<file path="config.mk">
export PLATFORM = sky130hd
export DESIGN_NAME = mips_dmem_arbiter
export DESIGN_NICKNAME = d
export VERILOG_FILES = /design/src/rtl/mips_dmem_arbiter.sv
export SDC_FILE = /design/constraint.sdc
export NUM_CORES = 1
export LEC_CHECK = 0
export CAP_MARGIN = 40
export CELL_PAD_IN_SITES_DETAIL_PLACEMENT = 0
export CELL_PAD_IN_SITES_GLOBAL_PLACEMENT = 1
export CORE_ASPECT_RATIO = 0.5
export CORE_MARGIN = 4
export CORE_UTILIZATION = 28
export DETAILED_ROUTE_END_ITERATION = 12
export GPL_TIMING_DRIVEN = 0
export PLACE_DENSITY_LB_ADDON = 0.1
export SLEW_MARGIN = 20
export SYNTH_ARGS = -nofsm -noshare
export SYNTH_HDL_FRONTEND = slang
export SYNTH_SLANG_ARGS = --single-unit
export TNS_END_PERCENT = 10
</file>
<file path="constraint.sdc">
create_clock -name CLK -period 4.55 [get_ports CLK]
set_input_delay 1.1375 -clock CLK [delete_from_list [all_inputs] [get_ports CLK]]
set_output_delay 1.1375 -clock CLK [all_outputs]
set_load 0.01 [all_outputs]
</file>
<file path="src/rtl/mips_dmem_arbiter.sv">
// Purpose : shares one single-port data memory between the core port (M0) and a DMA/debug port (M1), round-robin.
// Latency : request sampled in IDLE -> memory access next cycle -> one-cycle ack the cycle after (3 cycles per access).
// Backpressure: a requester holds req until its ack; the loser of arbitration simply waits with req held.
module mips_dmem_arbiter #(
    parameter int LOCATIONS = 256,
    parameter int DATA_W    = 32,
    parameter int ADDR_W    = 32
) (
    input  logic              CLK,
    input  logic              RST,
    // core load/store port
    input  logic              m0_req,
    input  logic              m0_we,
    input  logic [ADDR_W-1:0] m0_addr,
    input  logic [DATA_W-1:0] m0_wdata,
    output logic              m0_ack,
    output logic              m0_err,
    output logic [DATA_W-1:0] m0_rdata,
    // DMA / debug port
    input  logic              m1_req,
    input  logic              m1_we,
    input  logic [ADDR_W-1:0] m1_addr,
    input  logic [DATA_W-1:0] m1_wdata,
    output logic              m1_ack,
    output logic              m1_err,
    output logic [DATA_W-1:0] m1_rdata,
    // memory side
    output logic [ADDR_W-1:0] mem_a,
    output logic [DATA_W-1:0] mem_wd,
    output logic              mem_we,
    input  logic [DATA_W-1:0] mem_rd,
    output logic              busy
);

    // Unsigned full-width limit; any address at or above it is rejected.
    localparam logic [ADDR_W-1:0] LIMIT = ADDR_W'(LOCATIONS);

    typedef enum logic [1:0] {
        IDLE   = 2'd0,
        ACCESS = 2'd1,
        DONE   = 2'd2
    } state_t;

    state_t              state;
    state_t              state_nxt;

    // rr names the master favoured on a tie (0 = M0, 1 = M1)
    logic                rr;
    // gnt names the master owning the access in flight
    logic                gnt;
    logic                we_q;
    logic [ADDR_W-1:0]   addr_q;
    logic [DATA_W-1:0]   wdata_q;
    logic [DATA_W-1:0]   rdata_q;
    logic                err_q;

    logic                any_req;
    logic                win;
    logic                addr_ok;

    assign any_req = m0_req | m1_req;
    assign addr_ok = (addr_q < LIMIT);

    // Pick the winner: pointer decides a tie, otherwise the sole requester.
    always_comb begin
        win = 1'b0;
        if (m0_req && m1_req) begin
            win = rr;
        end else if (m1_req) begin
            win = 1'b1;
        end
    end

    // State register.
    always_ff @(posedge CLK or posedge RST) begin
        if (RST) begin
            state <= IDLE;
        end else begin
            state <= state_nxt;
        end
    end

    // Next-state and per-state outputs; the ack path only opens in DONE.
    always_comb begin
        state_nxt = state;
        mem_we    = 1'b0;
        m0_ack    = 1'b0;
        m0_err    = 1'b0;
        m0_rdata  = '0;
        m1_ack    = 1'b0;
        m1_err    = 1'b0;
        m1_rdata  = '0;
        case (state)
            IDLE: begin
                if (any_req) begin
                    state_nxt = ACCESS;
                end
            end
            ACCESS: begin
                // Out-of-range writes must never reach the array.
                mem_we    = we_q & addr_ok;
                state_nxt = DONE;
            end
            DONE: begin
                if (gnt) begin
                    m1_ack   = 1'b1;
                    m1_err   = err_q;
                    m1_rdata = rdata_q;
                end else begin
                    m0_ack   = 1'b1;
                    m0_err   = err_q;
                    m0_rdata = rdata_q;
                end
                state_nxt = IDLE;
            end
            default: begin
                state_nxt = IDLE;
            end
        endcase
    end

    // Latch the winning request on leaving IDLE; later input changes are ignored.
    always_ff @(posedge CLK or posedge RST) begin
        if (RST) begin
            gnt     <= 1'b0;
            we_q    <= 1'b0;
            addr_q  <= '0;
            wdata_q <= '0;
        end else if (state == IDLE && any_req) begin
            gnt     <= win;
            we_q    <= win ? m1_we    : m0_we;
            addr_q  <= win ? m1_addr  : m0_addr;
            wdata_q <= win ? m1_wdata : m0_wdata;
        end
    end

    // Capture the memory result at the end of ACCESS; writes and errors return zero.
    always_ff @(posedge CLK or posedge RST) begin
        if (RST) begin
            rdata_q <= '0;
            err_q   <= 1'b0;
        end else if (state == ACCESS) begin
            err_q   <= ~addr_ok;
            rdata_q <= (addr_ok && !we_q) ? mem_rd : '0;
        end
    end

    // Hand the tie-break to the other master once an access completes.
    always_ff @(posedge CLK or posedge RST) begin
        if (RST) begin
            rr <= 1'b0;
        end else if (state == DONE) begin
            rr <= ~gnt;
        end
    end

    // Memory address/data keep the last latched request between accesses.
    assign mem_a  = addr_q;
    assign mem_wd = wdata_q;
    assign busy   = (state != IDLE);

endmodule

</file>
==> flow_metrics.tcl, run 1 <==
set metrics [dict create \
    hold_slack_ns 0.4918 \
    antenna_found_initial 1 \
    synth_area_leaders "dfrtp_1 (45%), nand3b_1 (8.7%), and2_1 (7.4%)" \
    vias 5974 \
    fmax_mhz 262.4 \
    synth-seq-cells 102 \
    ys.flop_type "dfrtp_1" \
    grt_usage_pct 19.31 \
    worstRegToRegCells 4 \
    avgSynthCellArea_um2 9.156 \
    hp-start "rdata_q[11]" \
    clkTransAtPathRegs_ns 0.07 \
    synth_largest_area_cell "dfrtp_1" \
    crit_type "flip-flop to output port" \
    wire_per_inst_um 19.26 \
    endpoint_kind "output port" \
    numCtsBuffers 9 \
    die_h_um 108.7 \
    grt_pass1_vias 5916 \
    status "complete, no violations" \
    syn_area_um2 5677 \
    r2r_start "mem_a[22]" \
    tritoncts "done" \
    power_density_nw_per_um2 469.7 \
    cts_buffer_depth 2 \
    syn_nets 786 \
    holdBufCountCts 0 \
    root_buffer "clkbuf_16" \
    synth_edf_count 0 \
    port_buffers 299 \
    crit_fanout 10 \
    core_area_um2 19680 \
    synth_cells 620 \
    synth_cell_types 29 \
    die_x_um 209.4 \
    clkSinkCount 102 \
    cts_setup_buffers 0 \
    fin_crit_sh_pct 83.75 \
    start_util_pct 28.84 \
    pin_count 300 \
    tightest_slew_ns 0.7669 \
    drt_iter0_drc 260 \
    synth-async-reset-ratio_pct 100.0 \
    arrival_ns 2.67 \
    die_area_um2 22750 \
    viasPerCell 4.966 \
    gr-total-overflow 0 \
    cts_resized 0 \
    area_delta_synth_final_pct 64.16 \
    setup_ws_ns 0.7393 \
    drive_gt1_share_pct 5.876 \
    seqPwrFrac_pct 33.3 \
    rsz0062_at_grt "no" \
    gp_congestion 0.7942 \
    fin_skew_ns 0.007539 \
    num_rows 36 \
    period_needed_ns 3.811 \
    slew_headroom_pct 48.87 \
    power.internal_uw 2652 \
    drc_errors 0 \
    nets 1097 \
    hold_viol 0 \
    maxCapViolations 0 \
    ys_seq_area_share_pct 44.96 \
    ys_top_cells_by_count "dfrtp_1 (102), and2_1 (67), nand3b_1 (66), o21ai_0 (66)" \
    hold_depth 2 \
    yosys_warnings 0 \
    ctsHtreeMaxLevel 3 \
    synth_top_area_share_pct 44.96 \
    grt_max_degree 73 \
    wl_um 23170 \
    final_antenna_net_count 0 \
    setup.worst_path.start_class "flip-flop" \
    setup_viol 0 \
    switchingPower_uw 1725 \
    combPwrFrac_pct 49.2 \
    post-place-ws_ns 1.070 \
    hold_end "rdata_q[11]" \
    p_leak_uw 0.003612 \
    drt_first_pass_iters 4 \
    hp-class "flip-flop to flip-flop" \
    hpwl_um 17290 \
    grt_pass1_wl_um 35050 \
    timing.rr.end "rdata_q[20]" \
    clk_latency_ns 0.35 \
    reg2reg_slack_ns 2.56 \
    required_ns 3.41 \
    drv_slew 0 \
    peakVddDrop_uv 222.3 \
    pwr-share-clk_pct 17.5 \
    swShare_pct 39.42 \
    synth_most_common_cell "dfrtp_1" \
]
-- metal layers --
layer	part of all wire, %	wire length (um)	track usage, %
met1	45	10470	26.41
met2	48	11130	31.73
met3	5.8	1334	5.001
met4	0.93	216	3.118
met5	0.056	13	0
-- power by group through the flow --
stage               logic [uW]  clock network (uW)  registers [uW]
global placement          2180                   0            1460
finish                    2160                 765            1460
CTS                       2190                 785            1460
global route              2360                 817            1500
floorplan                  902                   0            1560
detailed placement        2190                   0            1470
-- placed cells by master, fill, tap and decap left out, drive strengths merged --
| cell type | netlist | layout |
|---|---|---|
| a21o | 1 | 1 |
| a21oi | 65 | 65 |
| a31oi | 65 | 65 |
| and2 | 67 | 67 |
| buf | 18 | 19 |
| clkbuf | 50 | 66 |
| clkdlybuf4s50 | 0 | 299 |
| dfrtp | 102 | 102 |
| diode | 0 | 1 |
| inv | 32 | 32 |
| nand2 | 33 | 33 |
| nand2b | 2 | 2 |
| nand3 | 7 | 7 |
| nand3b | 66 | 66 |
| nand4 | 1 | 1 |
| nor2 | 3 | 3 |
| nor2b | 1 | 1 |
| nor3 | 1 | 1 |
| nor4 | 6 | 6 |
| o21ai | 66 | 66 |
| o22a | 1 | 1 |
| o31ai | 6 | 6 |
| o41ai | 26 | 26 |
| or2 | 1 | 1 |
-- state kept, by name (all words and copies together), names as in the netlist --
signal and cells:
err_q 1, rdata_q 32, we_q 1, gnt 1
rr 1, state 2, mem_wd 32, mem_a 32
-- stage by stage --
stage	utilization (%)	power (uW)	area [um2]	std cells	setup TNS, ns
6_report	47.34	4377	9319	1203	0
3_5_place_dp	45.90	3653	9035	1186	0
5_1_grt	47.33	4671	9316	1202	0
3_3_place_gp	45.73	3639	9002	1185	-121.48
2_1_floorplan	-	2464	5677	620	0
4_1_cts	47.33	4430	9316	1202	0
-- cell families after synthesis --
logic type / after synthesis / synth area share [%]
compound gates: 230 / 26.71
simple gates: 188 / 21.23
flops: 102 / 44.96
buf+inv: 100 / 7.097
-- worst max-delay path by stage --
stage / slack, ns / endpoint / depth (start not counted) / startpoint
finish: 0.74 / mem_we / 5 / mem_a[22]
global route: 0.58 / mem_we / 5 / mem_a[22]
CTS: 0.68 / mem_we / 5 / mem_a[22]
detailed placement: 1.07 / mem_we / 5 / mem_a[22]
global placement: -1.20 / mem_wd[10] / 2 / RST
floorplan: 0.74 / err_q / 1 / RST
-- cell type report --
class | count | area (um2)
repair buffers | 300 | 3020
diodes | 1 | 2.502
well taps | 266 | 332.8
flip-flops and latches | 102 | 2552
plain buffers | 68 | 282.8
fillers | 1973 | 10360
multi-input cells | 418 | 2721
inverters | 32 | 125.1
clock buffers | 16 | 281.5
-- critical path, stage by stage (launching register included) --
cell and delay [ns]:
dfrtp_1 0.39, nor4_1 0.49, nand4_2 0.35, buf_2 0.31, nor3_1 0.20, clkdlybuf4s50_1 0.58
Power figures use the tool's default switching activity.
==> run 2, diff against run 1 <==
Settings changed: CORE_UTILIZATION 28 to 26.
Clock period 4.55 ns to 3.43 ns, I/O delays scaled along.
==> flow_metrics.tcl, run 2 (same netlist as run 1, synthesis figures left out) <==
set metrics [dict create \
    maxCapViolations 0 \
    grt_pass1_wl_um 36980 \
    cp_num_buf_inv 2 \
    die_area_um2 24410 \
    hpwl_um 18190 \
    gr-total-overflow 0 \
    ctsHtreeMaxLevel 3 \
    drive_gt1_share_pct 7.340 \
    viasPerCell 4.826 \
    grt_usage_pct 19.21 \
    final_antenna_net_count 0 \
    status "complete, no violations" \
    gp_congestion 0.7644 \
    slowest_stage "clkdlybuf4s50_1" \
    root_buffer "clkbuf_16" \
    fillers 2098 \
    power_density_nw_per_um2 618.3 \
    required_ns 2.57 \
    start_util_pct 27.07 \
    grt_max_degree 30 \
    die_x_um 217.0 \
    rsz0062_at_grt "no" \
    critPathTopFamily "buffers and inverters" \
    period_needed_ns 3.260 \
    fmax_mhz 306.8 \
    drt_iter0_drc 270 \
    holdBufCountCts 0 \
    p_leak_uw 0.003646 \
    area_delta_synth_final_pct 66.63 \
    dpl-instance-area_um2 9134 \
    final_cell_mix "clkdlybuf4s50_1 (299), dfrtp_1 (102), and2_1 (67), nand3b_1 (66), o21ai_0 (66)" \
    nets 1101 \
    dr_wl_met3_um 1206 \
    seqCellArea_um2 2552 \
    hp-class "flip-flop to flip-flop" \
    layout.cells.non_filler 1233 \
    endpoint_kind "output port" \
    cts_buffer_depth 2 \
    fin_crit_sh_pct 95.03 \
    tightest_slew_ns 0.8085 \
    crit_fanout 10 \
    tritoncts "done" \
    fin_tns_setup_ns 0 \
    numCtsBuffers 9 \
    setup_viol 0 \
    clk_latency_ns 0.36 \
    cpPeakStageDelay_ns 0.55 \
    final_area_um2 9459 \
    multi_input_comb_area_um2 2755 \
    drc_errors 0 \
    slew_headroom_pct 46.10 \
    wl_met1_um 10620 \
    grt_pass1_vias 6177 \
    clkSinkCount 102 \
    finalCoreUtilization_pct 45.10 \
    highest_layer "met4" \
    port_buffers 299 \
    vias 5950 \
    pin_count 300 \
    wl_um 24080 \
    core_area_um2 20970 \
    total_power_uw 5848 \
    clkTransAtPathRegs_ns 0.08 \
    num_rows 37 \
    drv_slew 0 \
    wire_per_inst_um 19.53 \
    dp_cells 1215 \
    crit_type "flip-flop to output port" \
    fin_skew_ns 0.009541 \
    antenna_found_initial 1 \
    arrival_ns 2.40 \
    drt_first_pass_iters 5 \
    hold_viol 0 \
    wl_met2_um 11980 \
    die_h_um 112.5 \
    final_common_cell "clkdlybuf4s50_1" \
    worstPathCellList "nand2b_1, nor2_2, clkbuf_1, and2_1, clkdlybuf4s50_1" \
    setup.worst_path.start_class "flip-flop" \
    peakVddDrop_uv 276.8 \
]
==> run 2: cell count changes in the layout (fill, tap and decap cells not counted), sizes merged <==
cell      delta
clkbuf       -7
buf          +5
clkinvlp     +4
clkinv       +3
inv          -1
==> run 2: per-layer routing <==
layer | up-vias | GRT usage, %
met2 | 151 | 32.82
met4 | 0 | 4.107
met3 | 18 | 4.842
met5 | - | 0
li1 | 2851 | -
met1 | 2930 | 24.76
==> run 2: stage by stage <==
step	hold slack [ns]	setup WS (ns)
after floorplan	0.4487	1.036
after global placement	0.4727	0.03646
after detailed placement	0.4821	0.2018
after CTS	0.4984	0.03994
after global routing	0.5166	0.0005298
final	0.4943	0.1704
==> run 2: repair_timing <==
item / CTS / global route
buffers inserted: 2 / 0
gates resized for setup: 4 / 5
endpoints found under the setup margin: 19 / 11
pin swaps: 2 / 2
==> run 2: final timing paths <==
kind	start	end	slack, ns	cells past startpoint
worst min register to register	rdata_q[6]	rdata_q[6]	0.49	2
worst max-delay path	state[0]	m1_rdata[23]	0.17	5
max in group asynchronous	RST	mem_wd[1]	1.85	4
min in group asynchronous	RST	mem_a[12]	0.90	2
worst max register to register	state[0]	mem_wd[11]	1.42	5
worst min-delay path	rdata_q[6]	rdata_q[6]	0.49	2
==> run 2: final cells by class <==
type	count	share of cell area, %
Timing Repair Buffer	305	32.80
Multi-Input combinational cell	418	29.13
Sequential cell	102	26.98
Tap cell	292	3.862
Buffer	67	2.963
Clock buffer	10	2.526
Inverter	32	1.310
Clock inverter	6	0.3968
Antenna cell	1	0.02646
==> run 2: power breakdown <==
part,leakage (uW),internal (uW),switching (uW)
Sequential,0.00123,1620,327
Combinational,0.00228,1350,1540
Clock,0.000130,510,500
==> run 2: tightest hold or removal path, stage by stage (launching register included) <==
cell and delay (ns):
dfrtp_1 0.36, nand2_1 0.06, o41ai_2 0.05
==> run 3, diff against run 2 <==
Settings changed: CORE_ASPECT_RATIO 0.5 to not set, SLEW_MARGIN 20 to not set.
==> flow_metrics.tcl, run 3 (same netlist as run 1, synthesis figures left out) <==
set metrics [dict create \
    crit_type "flip-flop to output port" \
    layout.cells.non_filler 1215 \
    drc_errors 0 \
    num_rows 53 \
    drt_iter0_drc 242 \
    area_delta_synth_final_pct 65.88 \
    start_util_pct 26.75 \
    wire_per_inst_um 19.06 \
    numCtsBuffers 9 \
    grt.busiest_layer "met2" \
    crit_fanout 10 \
    final_cell_mix "clkdlybuf4s50_1 (298), dfrtp_1 (102), and2_1 (67), nand3b_1 (66), o21ai_0 (66)" \
    drv_slew 0 \
    status "complete, no violations" \
    clk_latency_ns 0.35 \
    gp_congestion 0.7994 \
    setup.worst_path.start_class "flip-flop" \
    grtUsageMet1_pct 24.21 \
    tritoncts "done" \
    nets 1101 \
    power_density_nw_per_um2 625.5 \
    p_leak_uw 0.003650 \
    die_h_um 155.8 \
    vias 5880 \
    dpl-instance-area_um2 9077 \
    grt_use_met3_pct 5.687 \
    gr-total-overflow 0 \
    final_area_um2 9417 \
    ctsHtreeMaxLevel 3 \
    pin_count 300 \
    holdBufCountCts 0 \
    maxCapViolations 0 \
    final_antenna_net_count 0 \
    hpwl_um 17940 \
    reg2reg_slack_ns 1.54 \
    fin_tns_setup_ns 0 \
    die_area_um2 24260 \
    hp-class "flip-flop to flip-flop" \
    fmax_mhz 308.1 \
    grt_usage_pct 18.77 \
    use_met2_pct 30.76 \
    viasPerCell 4.840 \
    arrival_ns 2.39 \
    hold_viol 0 \
    period_needed_ns 3.246 \
    drt_first_pass_iters 5 \
    clkTransAtPathRegs_ns 0.07 \
    seqCellArea_um2 2552 \
    dp_cells 1197 \
    port_buffers 299 \
    clkSinkCount 102 \
    cts_buffer_depth 2 \
    setup_viol 0 \
    grt_pass1_wl_um 35940 \
    fillers 2152 \
    wl_um 23150 \
    endpoint_kind "output port" \
    tightest_slew_ns 0.7761 \
    drive_gt1_share_pct 6.922 \
    root_buffer "clkbuf_16" \
    core_area_um2 21220 \
    multi_input_comb_area_um2 2748 \
    antenna_found_initial 1 \
    grt_pass1_vias 6174 \
    grt_max_degree 35 \
    final_common_cell "clkdlybuf4s50_1" \
    fin_crit_sh_pct 94.64 \
    fin_skew_ns 0.006301 \
    hold_slack_ns 0.4876 \
    peakVddDrop_uv 230.5 \
    slew_headroom_pct 48.26 \
    rsz0062_at_grt "yes" \
    required_ns 2.57 \
    die_x_um 155.8 \
]
run 3: cell count changes in the layout (fill, tap and decap cells not counted), sizes merged:
cell	before	now
clkinvlp	4	3
buf	24	22
clkdlybuf4s50	299	298
bufinv	0	1
dlymetal6s2s	0	1
clkbuf	59	63
clkinv	3	0
run 3: cell type report:
| type | instances | area share (%) |
|---|---|---|
| Multi-Input combinational cell | 418 | 29.18 |
| Timing Repair Buffer | 304 | 32.61 |
| Inverter | 32 | 1.315 |
| Clock buffer | 12 | 2.618 |
| Sequential cell | 102 | 27.11 |
| Clock inverter | 3 | 0.4783 |
| Buffer | 68 | 3.016 |
| Antenna cell | 1 | 0.02657 |
| Tap cell | 275 | 3.654 |
run 3: report_power, final:
group / total, uW / switching, uW / internal, uW
sequential: 1940 / 315 / 1620
combinational: 2900 / 1550 / 1350
clock: 1050 / 467 / 584
run 3: critical path: stages (launching register included):
cell and delay (ns):
dfrtp_1 0.39, nand2b_1 0.21, nor2_2 0.31, clkbuf_1 0.40
and2_1 0.20, clkdlybuf4s50_1 0.53
run 3: worst paths after layout:
kind / from / to / cells after the start
min: rdata_q[17] / rdata_q[17] / 2
max reg2reg: state[1] / mem_wd[21] / 5
max in group asynchronous: RST / mem_wd[18] / 4
max: state[0] / m0_rdata[26] / 5
min reg2reg: rdata_q[17] / rdata_q[17] / 2
min in group asynchronous: RST / rdata_q[27] / 2
run 3: through the flow:
step	worst slack (ns)	util [%]	total power (uW)
floorplan	1.036	-	3269
global placement	0.05951	42.49	4867
detailed placement	0.2902	42.78	4879
CTS	0.0003129	44.29	5979
global route	-0.001068	44.36	6316
finish	0.1838	44.38	5890
run 3: repair_timing:
item | in CTS | in global routing
setup buffers | 2 | 0
pin swaps | 2 | 0
endpoints found under the setup margin | 1 | 46
resized for setup | 2 | 5
run 3: per-layer routing:
layer | wire (um) | up-vias | part of all wire (%)
li1 | - | 2860 | -
met1 | 9788 | 2779 | 42
met2 | 10980 | 216 | 47
met3 | 1954 | 23 | 8.4
met4 | 415 | 2 | 1.8
met5 | 13 | - | 0.056
